## config.mk

```make
export PLATFORM = sky130hd
export DESIGN_NAME = ahb_arbiter_flat
export DESIGN_NICKNAME = d
export VERILOG_FILES = /design/src/rtl/ahb_arbiter_pkg.sv /design/src/rtl/ahb_arbiter_if.sv /design/src/rtl/ahb_arbiter_rr_pick3.sv /design/src/rtl/ahb_arbiter.sv /design/src/flat_wrapper.sv
export SDC_FILE = /design/constraint.sdc
export NUM_CORES = 1
export LEC_CHECK = 0
export CORE_AREA = 2 2 114 116
export CTS_CLUSTER_SIZE = 25
export DETAILED_ROUTE_END_ITERATION = 8
export DIE_AREA = 0 0 116 118
export DONT_BUFFER_PORTS = 1
export GPL_TIMING_DRIVEN = 0
export PLACE_DENSITY = 0.31
export RECOVER_POWER = 25
export SETUP_SLACK_MARGIN = 0.02
export SYNTH_ARGS = -nofsm -noshare
export SYNTH_HDL_FRONTEND = slang
export SYNTH_HIERARCHICAL = 1
export SYNTH_SLANG_ARGS = --single-unit
```

## constraint.sdc

```tcl
create_clock -name HCLK -period 5.9 [get_ports HCLK]
set_input_delay 0.59 -clock HCLK [delete_from_list [all_inputs] [get_ports HCLK]]
set_output_delay 0.59 -clock HCLK [all_outputs]
set_load 0.005 [all_outputs]
```

## src/rtl/ahb_arbiter_pkg.sv

```systemverilog
// rtl/ahb_arbiter_pkg.sv - shared HTRANS encodings, master indices and arbiter FSM states
package ahb_arbiter_pkg;

   typedef enum logic [1:0] {
      HTRANS_IDLE   = 2'b00,
      HTRANS_BUSY   = 2'b01,
      HTRANS_NONSEQ = 2'b10,
      HTRANS_SEQ    = 2'b11
   } htrans_t;

   localparam logic [1:0] MASTER_CPU = 2'd0;
   localparam logic [1:0] MASTER_DMA = 2'd1;
   localparam logic [1:0] MASTER_ACC = 2'd2;

   typedef enum logic {
      ST_IDLE,
      ST_OWNED
   } arb_state_t;

endpackage

```

## src/rtl/ahb_arbiter_if.sv

```systemverilog
// rtl/ahb_arbiter_if.sv - per-master request/address/data inputs and muxed bus outputs of the arbiter
interface ahb_arbiter_if #(
   parameter int W = 32
) ();
   logic [2:0]   hbusreq_m;
   logic [1:0]   htrans_m0, htrans_m1, htrans_m2;
   logic [W-1:0] haddr_m0, haddr_m1, haddr_m2;
   logic         hwrite_m0, hwrite_m1, hwrite_m2;
   logic [2:0]   hsize_m0, hsize_m1, hsize_m2;
   logic [W-1:0] hwdata_m0, hwdata_m1, hwdata_m2;
   logic         hready_in;

   logic [2:0]   hgrant;
   logic [1:0]   hmaster;
   logic [1:0]   HTRANS;
   logic [W-1:0] HADDR;
   logic         HWRITE;
   logic [2:0]   HSIZE;
   logic [W-1:0] HWDATA;

   modport master (
      output hbusreq_m, htrans_m0, htrans_m1, htrans_m2, haddr_m0, haddr_m1, haddr_m2,
             hwrite_m0, hwrite_m1, hwrite_m2, hsize_m0, hsize_m1, hsize_m2,
             hwdata_m0, hwdata_m1, hwdata_m2, hready_in,
      input  hgrant, hmaster, HTRANS, HADDR, HWRITE, HSIZE, HWDATA
   );

   modport slave (
      input  hbusreq_m, htrans_m0, htrans_m1, htrans_m2, haddr_m0, haddr_m1, haddr_m2,
             hwrite_m0, hwrite_m1, hwrite_m2, hsize_m0, hsize_m1, hsize_m2,
             hwdata_m0, hwdata_m1, hwdata_m2, hready_in,
      output hgrant, hmaster, HTRANS, HADDR, HWRITE, HSIZE, HWDATA
   );
endinterface

```

## src/rtl/ahb_arbiter_rr_pick3.sv

```systemverilog
// rtl/ahb_arbiter_rr_pick3.sv - round-robin pick among three requests, searching from (last + 1) mod 3
module rr_pick3
   import ahb_arbiter_pkg::*;
(
   input  logic [2:0] req,
   input  logic [1:0] last,
   output logic [2:0] grant,
   output logic       valid
);

   always_comb begin
      grant = 3'b000;
      case (last)
         MASTER_CPU: begin
            if (req[1])      grant = 3'b010;
            else if (req[2]) grant = 3'b100;
            else if (req[0]) grant = 3'b001;
         end
         MASTER_DMA: begin
            if (req[2])      grant = 3'b100;
            else if (req[0]) grant = 3'b001;
            else if (req[1]) grant = 3'b010;
         end
         default: begin
            if (req[0])      grant = 3'b001;
            else if (req[1]) grant = 3'b010;
            else if (req[2]) grant = 3'b100;
         end
      endcase
   end

   assign valid = |req;

endmodule

```

## src/rtl/ahb_arbiter.sv

```systemverilog
// rtl/ahb_arbiter.sv - three-master AHB arbiter: round-robin grant, muxed address and data phases
// Defining AHB_ARB_TIMEOUT_EN adds a BURST_MAX beat limit that forces rearbitration.
module ahb_arbiter
   import ahb_arbiter_pkg::*;
#(
   parameter int W         = 32,
   parameter int BURST_MAX = 16
) (
   input logic          HCLK,
   input logic          HRESET,
   ahb_arbiter_if.slave bus
);

   arb_state_t   state, state_nxt;
   logic [2:0]   hgrant_q, hgrant_nxt;
   logic [1:0]   hmaster_q, hmaster_nxt;
   logic [1:0]   last_q, last_nxt;
   logic [1:0]   dphase_owner;
   htrans_t      owner_trans;
   logic [W-1:0] haddr_sel, hwdata_sel;
   logic         hwrite_sel;
   logic [2:0]   hsize_sel;
   logic         owner_req, timeout, rearb;
   logic [2:0]   pick_grant;
   logic         pick_valid;
   logic [1:0]   pick_idx;

   rr_pick3 u_rr_pick3 (
      .req   (bus.hbusreq_m),
      .last  (last_q),
      .grant (pick_grant),
      .valid (pick_valid)
   );

   always_comb begin
      owner_trans = htrans_t'(bus.htrans_m0);
      haddr_sel   = bus.haddr_m0;
      hwrite_sel  = bus.hwrite_m0;
      hsize_sel   = bus.hsize_m0;
      case (hmaster_q)
         MASTER_DMA: begin
            owner_trans = htrans_t'(bus.htrans_m1);
            haddr_sel   = bus.haddr_m1;
            hwrite_sel  = bus.hwrite_m1;
            hsize_sel   = bus.hsize_m1;
         end
         MASTER_ACC: begin
            owner_trans = htrans_t'(bus.htrans_m2);
            haddr_sel   = bus.haddr_m2;
            hwrite_sel  = bus.hwrite_m2;
            hsize_sel   = bus.hsize_m2;
         end
         default: ;
      endcase
   end

   always_comb begin
      hwdata_sel = bus.hwdata_m0;
      case (dphase_owner)
         MASTER_DMA: hwdata_sel = bus.hwdata_m1;
         MASTER_ACC: hwdata_sel = bus.hwdata_m2;
         default:    ;
      endcase
   end

   assign bus.HTRANS  = (state == ST_IDLE) ? HTRANS_IDLE : owner_trans;
   assign bus.HADDR   = haddr_sel;
   assign bus.HWRITE  = hwrite_sel;
   assign bus.HSIZE   = hsize_sel;
   assign bus.HWDATA  = hwdata_sel;
   assign bus.hgrant  = hgrant_q;
   assign bus.hmaster = hmaster_q;

   assign owner_req = |(bus.hbusreq_m & hgrant_q);

`ifdef AHB_ARB_TIMEOUT_EN
   logic [4:0] beat_cnt, beat_cnt_inc;

   always_comb begin
      beat_cnt_inc = beat_cnt;
      if (state == ST_OWNED && owner_trans != HTRANS_IDLE && beat_cnt != 5'd31)
         beat_cnt_inc = beat_cnt + 5'd1;
   end

   // Including the beat accepted on this edge hands over right after beat BURST_MAX.
   assign timeout = ({27'd0, beat_cnt_inc} >= $unsigned(BURST_MAX))
                    && ((bus.hbusreq_m & ~hgrant_q) != 3'b000);

   always_ff @(posedge HCLK) begin
      if (HRESET)
         beat_cnt <= 5'd0;
      else if (bus.hready_in)
         beat_cnt <= rearb ? 5'd0 : beat_cnt_inc;
   end
`else
   logic unused_burst_max;
   assign unused_burst_max = ^BURST_MAX;
   assign timeout          = 1'b0;
`endif

   assign rearb = bus.hready_in && (state == ST_IDLE || owner_trans == HTRANS_IDLE
                                    || !owner_req || timeout);

   always_comb begin
      pick_idx = MASTER_CPU;
      case (pick_grant)
         3'b010:  pick_idx = MASTER_DMA;
         3'b100:  pick_idx = MASTER_ACC;
         default: pick_idx = MASTER_CPU;
      endcase
   end

   always_comb begin
      state_nxt   = state;
      hgrant_nxt  = hgrant_q;
      hmaster_nxt = hmaster_q;
      last_nxt    = last_q;
      if (rearb) begin
         if (pick_valid) begin
            state_nxt   = ST_OWNED;
            hgrant_nxt  = pick_grant;
            hmaster_nxt = pick_idx;
            last_nxt    = pick_idx;
         end else begin
            // Park on the CPU; the round-robin pointer keeps the last real owner.
            state_nxt   = ST_IDLE;
            hgrant_nxt  = 3'b001;
            hmaster_nxt = MASTER_CPU;
         end
      end
   end

   always_ff @(posedge HCLK) begin
      if (HRESET) begin
         state        <= ST_IDLE;
         hgrant_q     <= 3'b001;
         hmaster_q    <= MASTER_CPU;
         last_q       <= MASTER_CPU;
         dphase_owner <= MASTER_CPU;
      end else begin
         state     <= state_nxt;
         hgrant_q  <= hgrant_nxt;
         hmaster_q <= hmaster_nxt;
         last_q    <= last_nxt;
         if (bus.hready_in)
            dphase_owner <= hmaster_q;
      end
   end

endmodule

```

## src/flat_wrapper.sv

```systemverilog
// flat-port wrapper written by rule: the top's interface ports become plain ports
module ahb_arbiter_flat import ahb_arbiter_pkg::*;
#(
   parameter int W         = 32,
   parameter int BURST_MAX = 16
)
  (HCLK, HRESET, bus_hbusreq_m, bus_htrans_m0, bus_htrans_m1, bus_htrans_m2, bus_haddr_m0, bus_haddr_m1, bus_haddr_m2, bus_hwrite_m0, bus_hwrite_m1, bus_hwrite_m2, bus_hsize_m0, bus_hsize_m1, bus_hsize_m2, bus_hwdata_m0, bus_hwdata_m1, bus_hwdata_m2, bus_hready_in, bus_hgrant, bus_hmaster, bus_HTRANS, bus_HADDR, bus_HWRITE, bus_HSIZE, bus_HWDATA);
  ahb_arbiter_if #(.W(W)) bus_i ();
  input logic HCLK;
  input logic HRESET;
  input wire logic [$bits(bus_i.hbusreq_m)-1:0] bus_hbusreq_m;
  input wire logic [$bits(bus_i.htrans_m0)-1:0] bus_htrans_m0;
  input wire logic [$bits(bus_i.htrans_m1)-1:0] bus_htrans_m1;
  input wire logic [$bits(bus_i.htrans_m2)-1:0] bus_htrans_m2;
  input wire logic [$bits(bus_i.haddr_m0)-1:0] bus_haddr_m0;
  input wire logic [$bits(bus_i.haddr_m1)-1:0] bus_haddr_m1;
  input wire logic [$bits(bus_i.haddr_m2)-1:0] bus_haddr_m2;
  input wire logic [$bits(bus_i.hwrite_m0)-1:0] bus_hwrite_m0;
  input wire logic [$bits(bus_i.hwrite_m1)-1:0] bus_hwrite_m1;
  input wire logic [$bits(bus_i.hwrite_m2)-1:0] bus_hwrite_m2;
  input wire logic [$bits(bus_i.hsize_m0)-1:0] bus_hsize_m0;
  input wire logic [$bits(bus_i.hsize_m1)-1:0] bus_hsize_m1;
  input wire logic [$bits(bus_i.hsize_m2)-1:0] bus_hsize_m2;
  input wire logic [$bits(bus_i.hwdata_m0)-1:0] bus_hwdata_m0;
  input wire logic [$bits(bus_i.hwdata_m1)-1:0] bus_hwdata_m1;
  input wire logic [$bits(bus_i.hwdata_m2)-1:0] bus_hwdata_m2;
  input wire logic [$bits(bus_i.hready_in)-1:0] bus_hready_in;
  output wire logic [$bits(bus_i.hgrant)-1:0] bus_hgrant;
  output wire logic [$bits(bus_i.hmaster)-1:0] bus_hmaster;
  output wire logic [$bits(bus_i.HTRANS)-1:0] bus_HTRANS;
  output wire logic [$bits(bus_i.HADDR)-1:0] bus_HADDR;
  output wire logic [$bits(bus_i.HWRITE)-1:0] bus_HWRITE;
  output wire logic [$bits(bus_i.HSIZE)-1:0] bus_HSIZE;
  output wire logic [$bits(bus_i.HWDATA)-1:0] bus_HWDATA;
  assign bus_i.hbusreq_m = bus_hbusreq_m;
  assign bus_i.htrans_m0 = bus_htrans_m0;
  assign bus_i.htrans_m1 = bus_htrans_m1;
  assign bus_i.htrans_m2 = bus_htrans_m2;
  assign bus_i.haddr_m0 = bus_haddr_m0;
  assign bus_i.haddr_m1 = bus_haddr_m1;
  assign bus_i.haddr_m2 = bus_haddr_m2;
  assign bus_i.hwrite_m0 = bus_hwrite_m0;
  assign bus_i.hwrite_m1 = bus_hwrite_m1;
  assign bus_i.hwrite_m2 = bus_hwrite_m2;
  assign bus_i.hsize_m0 = bus_hsize_m0;
  assign bus_i.hsize_m1 = bus_hsize_m1;
  assign bus_i.hsize_m2 = bus_hsize_m2;
  assign bus_i.hwdata_m0 = bus_hwdata_m0;
  assign bus_i.hwdata_m1 = bus_hwdata_m1;
  assign bus_i.hwdata_m2 = bus_hwdata_m2;
  assign bus_i.hready_in = bus_hready_in;
  assign bus_hgrant = bus_i.hgrant;
  assign bus_hmaster = bus_i.hmaster;
  assign bus_HTRANS = bus_i.HTRANS;
  assign bus_HADDR = bus_i.HADDR;
  assign bus_HWRITE = bus_i.HWRITE;
  assign bus_HSIZE = bus_i.HSIZE;
  assign bus_HWDATA = bus_i.HWDATA;
  ahb_arbiter #(.W(W), .BURST_MAX(BURST_MAX)) u_core (.HCLK(HCLK), .HRESET(HRESET), .bus(bus_i));
endmodule
```

==> impl_metrics.tcl, run 1 <==
set metrics [dict create \
    cellPowerDensity_mw_per_mm2 158.9 \
    cts_resized 0 \
    worst_pin_slew_ns 0.6660 \
    chipWidth_um 116 \
    finalSetupViolCount 0 \
    min_path_type "reg2reg" \
    fillers 1427 \
    grt_pass1_wl_mm 12.48 \
    grt_overflow 0 \
    synth.most_common_cell "nand2_1" \
    seq_area_um2 200.2 \
    antenna_found_initial 0 \
    clock.fmax_ghz 0.3627 \
    status "completed" \
    yosys-top-cells-area "a22oi_1 (28%), o21ai_0 (18%), nand2_1 (15%)" \
    path_clk_slew_ns 0.04 \
    start_kind "register" \
    synth_ff_type "dfxtp_1" \
    dr.pass1.iters 5 \
    num_vias 2467 \
    finalSetupTns_ns 0 \
    diodes 0 \
    power_leakage_nw 0.7183 \
    yosysSeqAreaShare_pct 10.87 \
    htree_levels 1 \
    nets 526 \
    yosysWarnings 6 \
    finClkSkew_ns 0.0005869 \
    place_congestion 0.7816 \
    rows 41 \
    critPathKind "reg2out" \
    crit_required_ns 5.31 \
    avgSynthCellArea_um2 6.119 \
    io_buffers 0 \
    peakVddDrop_v 0.0001051 \
    synth_edf_count 0 \
    initial_core_util_pct 14.84 \
    hold_viol 0 \
    wirelength_mm 9.009 \
    core_mm2 0.01241 \
    postSynth.asyncResetShare_pct 0 \
    slew_violations 0 \
    cap_violations 0 \
    multi_input_area_mm2 0.001451 \
    insertion_delay_ns 0.23 \
    cts_buffers 3 \
    track_usage_pct 11.51 \
    dpl.hpwl_mm 7.573 \
    ys_types 30 \
    period_needed_ns 2.757 \
    synthTopCellsByCount "nand2_1 (74), a22oi_1 (68), o21ai_0 (68)" \
    drt_iter0_markers 142 \
    max_slew_margin_pct 55.60 \
    grt_max_degree 11 \
    ioPinCount 291 \
    cts_tree "yes" \
    syn_area_mm2 0.001842 \
    synth_area_leader_cell "a22oi_1" \
    cts-root-buf "clkbuf_16" \
    period_share_pct 46.73 \
    crit_path_end_kind "output port" \
    cts_setup_buffers 0 \
    ys_seq_elements 10 \
    clk_path_buf_depth 2 \
    dp_worst_setup_slack_ns 3.397 \
    vias_per_cell 5.172 \
    wire_per_inst_um 18.89 \
    ant_nets 0 \
    yosys.area.top_type_share_pct 27.72 \
    finalWorstSetupSlack_ns 3.143 \
    reg2regPathDepth 9 \
    area_growth_pct 15.15 \
    clock-sinks 10 \
    die_area_mm2 0.01369 \
    cts_hold_buf 0 \
    syn_nets 521 \
    grt_pass1_vias 2426 \
    critPathArrivalTime_ns 2.17 \
    reg2reg_slack_ns 3.36 \
    worstHoldPathCells 2 \
    drc 0 \
    crit_fanout 10 \
    synth_cells 301 \
    rsz0062_at_grt "false" \
    fp.dieH_um 118 \
    drive_above_1_share_pct 2.623 \
]
-- layout by cell type (no fill, tap or decap) --
cell / netlist / layout
a21oi_1: 0 / 1
a22oi_1: 68 / 68
and2b_2: 1 / 1
o21ai_0: 68 / 68
nor3_1: 2 / 2
o31ai_1: 1 / 1
and3b_1: 1 / 1
clkbuf_16: 0 / 3
a222oi_1: 1 / 1
a32o_1: 2 / 2
nand2_1: 74 / 74
o32ai_1: 1 / 1
nand2b_1: 3 / 4
or3b_1: 1 / 1
a221o_1: 2 / 2
inv_1: 9 / 9
dfxtp_1: 10 / 10
ha_1: 4 / 4
nor2_1: 5 / 5
mux2i_1: 6 / 6
a31o_1: 1 / 1
nand3_1: 3 / 4
clkbuf_1: 27 / 29
clkbuf_8: 0 / 1
nor4b_1: 1 / 1
or3_1: 1 / 1
nor2b_1: 1 / 1
buf_6: 3 / 2
mux2_2: 1 / 1
-- worst max-delay path: stages, from the launching register on --
cell and delay, ns:
dfxtp_1 0.39, inv_1 0.06, ha_1 0.27, clkbuf_1 0.34
clkbuf_1 0.57, nand2_1 0.09, o21ai_0 0.21
-- kinds of logic after synthesis --
group,synth area share (%)
compound gates,50.75
mux,3.872
fa+ha+maj,2.717
simple gates,22.35
flops,10.87
buf+inv,9.443
-- cell type report --
class                           instances  area share [%]
Sequential cell                        10           9.440
Clock buffer                            4           4.189
Inverter                                9           1.593
Multi-Input combinational cell        251           68.44
Buffer                                 31           6.195
Tap cell                              172           10.15
-- power breakdown --
part | switching (W) | leakage [nW] | internal [W]
registers | 0.00000475 | 0.0817 | 0.0000723
logic | 0.0000841 | 0.592 | 0.0000426
clock network | 0.0000313 | 0.0442 | 0.000102
total | 0.000120 | 0.718 | 0.000217
-- sequential cells by signal, indices dropped and copies added (netlist names) --
name                 flops
u_core/bus.hgrant        3
u_core/bus.hmaster       2
u_core/dphase_owner      2
u_core/last_q            2
u_core/state             1
-- layer usage --
| metal | GRT usage, % | vias to the layer above | part of all wire (%) |
|---|---|---|---|
| met1 | 11.80 | 1120 | 36 |
| met5 | 0 | - | 0 |
| li1 | - | 1127 | - |
| met4 | 3.199 | 0 | 2.4 |
| met3 | 1.905 | 12 | 8.9 |
| met2 | 23.14 | 208 | 52 |
-- per-stage QoR --
stage	instance area (um2)	std cells	hold WS [ns]	util (%)	total power [W]
2_1_floorplan	1842	301	0.4667	-	0.0001759
3_3_place_gp	2057	473	0.5162	16.57	0.0002069
3_5_place_dp	2057	473	0.5021	16.57	0.0002073
4_1_cts	2146	477	0.5085	17.28	0.0003434
5_1_grt	2121	477	0.5355	17.08	0.0003618
6_report	2121	477	0.5024	17.08	0.0003369
-- worst paths after layout --
check,from,end
max reg2reg,u_core/bus.hmaster[0]$_SDFFE_PP0P_,u_core/bus.hgrant[2]$_SDFFE_PP0P_
min,u_core/last_q[1]$_SDFFE_PP0P_,u_core/last_q[1]$_SDFFE_PP0P_
max,u_core/dphase_owner[0]$_SDFFE_PP0P_,bus_HWDATA[13]
min reg2reg,u_core/last_q[1]$_SDFFE_PP0P_,u_core/last_q[1]$_SDFFE_PP0P_
(Power assumes the default switching activity.)
==> run 2: changes to the inputs <==
==> constraint.sdc (replaced) <==
create_clock -name HCLK -period 2.7 [get_ports HCLK]
set_input_delay 0.27 -clock HCLK [delete_from_list [all_inputs] [get_ports HCLK]]
set_output_delay 0.27 -clock HCLK [all_outputs]
set_load 0.005 [all_outputs]
==> run 2 against run 1 <==
Register-to-register slack lost 3.1 ns. Clock power grew 120%. Highest routed layer unchanged. Largest power group unchanged. Clock skew is essentially flat. Global-route usage is the same. Cell count is the same.
==> impl_metrics.tcl, run 2 (same netlist as run 1, synthesis figures left out) <==
set metrics [dict create \
    dpl.hpwl_mm 7.573 \
    wirelength_mm 9.000 \
    start_kind "register" \
    reg2reg_from "u_core/bus.hmaster[0]$_SDFFE_PP0P_" \
    cts_buffers 3 \
    cap_violations 0 \
    critPathKind "reg2out" \
    status "completed" \
    cts_hold_buf 0 \
    htree_levels 1 \
    slew_violations 0 \
    die_area_mm2 0.01369 \
    final_core_util_pct 17.09 \
    dr.pass1.iters 6 \
    diodes 0 \
    core_mm2 0.01241 \
    fp.dieH_um 118 \
    finalSetupViolCount 0 \
    crit_end "bus_HADDR[11]" \
    place_congestion 0.7816 \
    crit_fanout 10 \
    cts-root-buf "clkbuf_16" \
    ant_nets 0 \
    final_common_cell "nand2_1" \
    hold_viol 0 \
    ioPinCount 291 \
    clock.fmax_ghz 0.4100 \
    largest_register_ffs 3 \
    finalSetupTns_ns 0 \
    initial_core_util_pct 14.84 \
    reg2reg_slack_ns 0.31 \
    num_vias 2471 \
    wire_per_inst_um 18.87 \
    antenna_found_initial 0 \
    finClkSkew_ns 0.0005881 \
    crit_path_end_kind "output port" \
    min_path_type "in2reg" \
    cts_resized 0 \
    area_growth_pct 15.22 \
    rsz0062_at_grt "false" \
    rr_endpoint "u_core/bus.hmaster[0]$_SDFFE_PP0P_" \
    cts_tree "yes" \
    critPathArrivalTime_ns 2.17 \
    cellPowerDensity_mw_per_mm2 347.2 \
    worstHoldPathCells 2 \
    cts_setup_buffers 0 \
    period_share_pct 90.33 \
    clk_path_buf_depth 2 \
    nets 526 \
    cp-startpoint "u_core/bus.hmaster[0]$_SDFFE_PP0P_" \
    worst_pin_slew_ns 0.6655 \
    grt_max_degree 11 \
    vias_per_cell 5.180 \
    drive_above_1_share_pct 2.951 \
    power_leakage_nw 0.7212 \
    drt_iter0_markers 142 \
    peakVddDrop_v 0.0002295 \
    crit_required_ns 2.43 \
    chipWidth_um 116 \
    design_area_mm2 0.002122 \
    path_clk_slew_ns 0.04 \
    period_needed_ns 2.439 \
    drc 0 \
    dpl_cell_area_mm2 0.002057 \
    grt_overflow 0 \
    final_cell_mix "nand2_1 (74), a22oi_1 (68), o21ai_0 (68)" \
    max_slew_margin_pct 55.63 \
    track_usage_pct 11.51 \
    rows 41 \
    grt_pass1_wl_mm 12.48 \
    io_buffers 0 \
    insertion_delay_ns 0.23 \
    clock-sinks 10 \
    reg2regPathDepth 9 \
    grt_pass1_vias 2426 \
]
run 2: cell counts in the layout (fill, tap and decap cells not counted):
Identical to the previous run, type by type.
run 2: routing by layer:
metal | wire, um | GRT usage, % | up-vias
met3 | 789 | 1.905 | 12
li1 | - | - | 1127
met1 | 3261 | 11.80 | 1131
met2 | 4730 | 23.14 | 201
met5 | 0 | 0 | -
met4 | 219 | 3.199 | 0
run 2: worst min path at each step:
stage	startpoint	endpoint	slack, ns
after floorplan	bus_hready_in	u_core/dphase_owner[0]$_SDFFE_PP0P_	0.42
after global placement	bus_hready_in	u_core/dphase_owner[1]$_SDFFE_PP0P_	0.43
after detailed placement	bus_hready_in	u_core/dphase_owner[0]$_SDFFE_PP0P_	0.44
after CTS	bus_hready_in	u_core/dphase_owner[0]$_SDFFE_PP0P_	0.20
after global routing	bus_hready_in	u_core/dphase_owner[1]$_SDFFE_PP0P_	0.22
final	bus_hready_in	u_core/dphase_owner[0]$_SDFFE_PP0P_	0.20
run 2: stage by stage:
step | setup WS (ns) | total power [W] | std cells | hold slack, ns
after floorplan | 0.7357 | 0.0003844 | 301 | 0.4215
after global placement | 0.4417 | 0.0004520 | 473 | 0.4272
after detailed placement | 0.4305 | 0.0004530 | 473 | 0.4355
after CTS | 0.2425 | 0.0007503 | 477 | 0.1955
after global routing | 0.02309 | 0.0007910 | 477 | 0.2155
final | 0.2610 | 0.0007367 | 477 | 0.1955
run 2: critical path: stages (launching register included):
cell and delay, ns:
dfxtp_1 0.43, inv_1 0.07, ha_1 0.34, clkbuf_1 0.37, clkbuf_1 0.47, o21ai_0 0.24
run 2: cell type report:
class	count	area (um2)
well taps	172	215.2
flip-flops and latches	10	200.2
clock buffers	4	88.84
plain buffers	31	132.6
inverters	9	33.78
multi-input cells	251	1451
fillers	1427	10290
run 2: power breakdown:
group          internal (W)  leakage, nW  total, W  switching [W]
Sequential         0.000158       0.0817  0.000168      0.0000104
Clock              0.000223       0.0442  0.000291      0.0000685
Combinational     0.0000934        0.595  0.000277       0.000184
==> run 3: changes to the inputs <==
--- a/config.mk
+++ b/config.mk
@@ -5,13 +5,13 @@
 export SDC_FILE = /design/constraint.sdc
 export NUM_CORES = 1
 export LEC_CHECK = 0
-export CORE_AREA = 2 2 114 116
+export CORE_AREA = 5 5 111 113
 export CTS_CLUSTER_SIZE = 25
 export DETAILED_ROUTE_END_ITERATION = 8
 export DIE_AREA = 0 0 116 118
 export DONT_BUFFER_PORTS = 1
 export GPL_TIMING_DRIVEN = 0
-export PLACE_DENSITY = 0.31
+export PLACE_DENSITY = 0.33
 export RECOVER_POWER = 25
 export SETUP_SLACK_MARGIN = 0.02
 export SYNTH_ARGS = -nofsm -noshare
==> run 3 against run 2 <==
Die area is the same. Utilization up 1.4 points. Routed wire length increased by 2.3%. Worst setup slack better by 0.051 ns. Sequential power barely moved. Clock power fell by 12%. Combinational power hardly changed. Critical path type is now reg2reg.
==> impl_metrics.tcl, run 3 (same netlist as run 1, synthesis figures left out) <==
set metrics [dict create \
    antenna_found_initial 0 \
    cp_cell_sequence "inv_1 -> ha_1 -> buf_2 -> a221o_1 -> nand3_1 -> a21oi_1 -> nand2b_2 -> clkbuf_1 -> a32o_1" \
    cap_violations 0 \
    worstHoldStart "bus_hready_in" \
    power_w 0.0007003 \
    fp.dieH_um 118 \
    area_growth_pct 12.64 \
    fin_cells 447 \
    final_cell_mix "nand2_1 (74), a22oi_1 (68), o21ai_0 (68)" \
    cts_hold_buf 0 \
    ant_nets 0 \
    rsz0062_at_grt "false" \
    grt_pass1_wl_mm 12.88 \
    cts-root-buf "clkbuf_16" \
    clock-sinks 10 \
    cp_slowest_cell "dfxtp_1" \
    finalSetupViolCount 0 \
    place_congestion 0.7857 \
    start_kind "register" \
    cts_buffers 3 \
    io_buffers 0 \
    dpl.hpwl_mm 8.062 \
    grt_overflow 0 \
    clk_path_buf_depth 2 \
    htree_levels 1 \
    initial_core_util_pct 16.41 \
    largest_register_ffs 3 \
    clock.fmax_ghz 0.4187 \
    crit_path_end_kind "register" \
    cts_setup_buffers 0 \
    vias_per_cell 5.456 \
    path_clk_slew_ns 0.04 \
    timing.hold.ws_ns 0.1920 \
    finClkSkew_ns 0.0003912 \
    finalSetupTns_ns 0 \
    worst_pin_slew_ns 0.5137 \
    die_area_mm2 0.01369 \
    drive_above_1_share_pct 2.961 \
    cts_resized 0 \
    track_usage_pct 11.57 \
    num_vias 2439 \
    chipWidth_um 116 \
    grt_max_degree 11 \
    peakVddDrop_v 0.0002577 \
    crit_fanout 10 \
    critPathKind "reg2reg" \
    wire_per_inst_um 20.59 \
    power_leakage_nw 0.7124 \
    cts_tree "yes" \
    cp-startpoint "u_core/bus.hmaster[0]$_SDFFE_PP0P_" \
    reg2reg_from "u_core/bus.hmaster[0]$_SDFFE_PP0P_" \
    hold_viol 0 \
    dr.pass1.iters 4 \
    core_mm2 0.01122 \
    final_common_cell "nand2_1" \
    wirelength_mm 9.204 \
    diodes 0 \
    grt_pass1_vias 2362 \
    ioPinCount 291 \
    max_slew_margin_pct 65.75 \
    period_needed_ns 2.388 \
    rows 39 \
    drc 0 \
    insertion_delay_ns 0.23 \
    nets 526 \
    drt_iter0_markers 166 \
    period_share_pct 88.45 \
    max_stage_delay_ns 0.45 \
    cellPowerDensity_mw_per_mm2 337.6 \
    status "completed" \
    critPathArrivalTime_ns 2.51 \
    slew_violations 0 \
    crit_required_ns 2.82 \
    dp_cells 444 \
    min_path_type "in2reg" \
]
[run 3: worst paths after layout]
kind                                         end  slack, ns  depth (start not counted)
max           u_core/bus.hmaster[0]$_SDFFE_PP0P_       0.31                          9
min          u_core/dphase_owner[1]$_SDFFE_PP0P_       0.19                          2
min reg2reg        u_core/last_q[1]$_SDFFE_PP0P_       0.51                          2
max reg2reg   u_core/bus.hmaster[0]$_SDFFE_PP0P_       0.31                          9
[run 3: worst max-delay path: cells and delay by family, from the launching register on]
family / cells / cell delay (ns)
adders and majority gates: 1 / 0.34
DFF: 1 / 0.45
AOI/OAI and AO/OA: 3 / 0.69
buffers and inverters: 3 / 0.50
and+or+nand+nor: 2 / 0.29
[run 3: final cells by class]
cell class                 instances  area (um2)
inverter                           9       33.78
tap                              143       178.9
sequential                        10       200.2
multi-input combinational        251        1454
buffer                            31       132.6
fill                            1320        9149
clock buffer                       3       75.07
[run 3: per-stage QoR]
stage	worst slack, ns	util (%)	area, um2
floorplan	0.7357	-	1842
global placement	0.4558	18.00	2021
global route	0.1320	18.48	2074
CTS	0.3083	18.67	2096
detailed placement	0.4545	18.00	2021
finish	0.3118	18.48	2074
[run 3: where the power goes]
part	leakage [nW]	internal (W)	total [W]	switching, W
Combinational	0.594	0.0000938	0.000276	0.000183
Clock	0.0370	0.000192	0.000255	0.0000635
Sequential	0.0817	0.000158	0.000169	0.0000106
Total	0.712	0.000444	0.000700	0.000257
[run 3: routing by layer]
layer / vias up / global-route usage [%] / routed length, um
met3: 4 / 2.211 / 987
met1: 1117 / 12.52 / 3226
li1: 1125 / - / -
met4: 0 / 1.305 / 33
met5: - / 0 / 0
met2: 193 / 23.17 / 4957
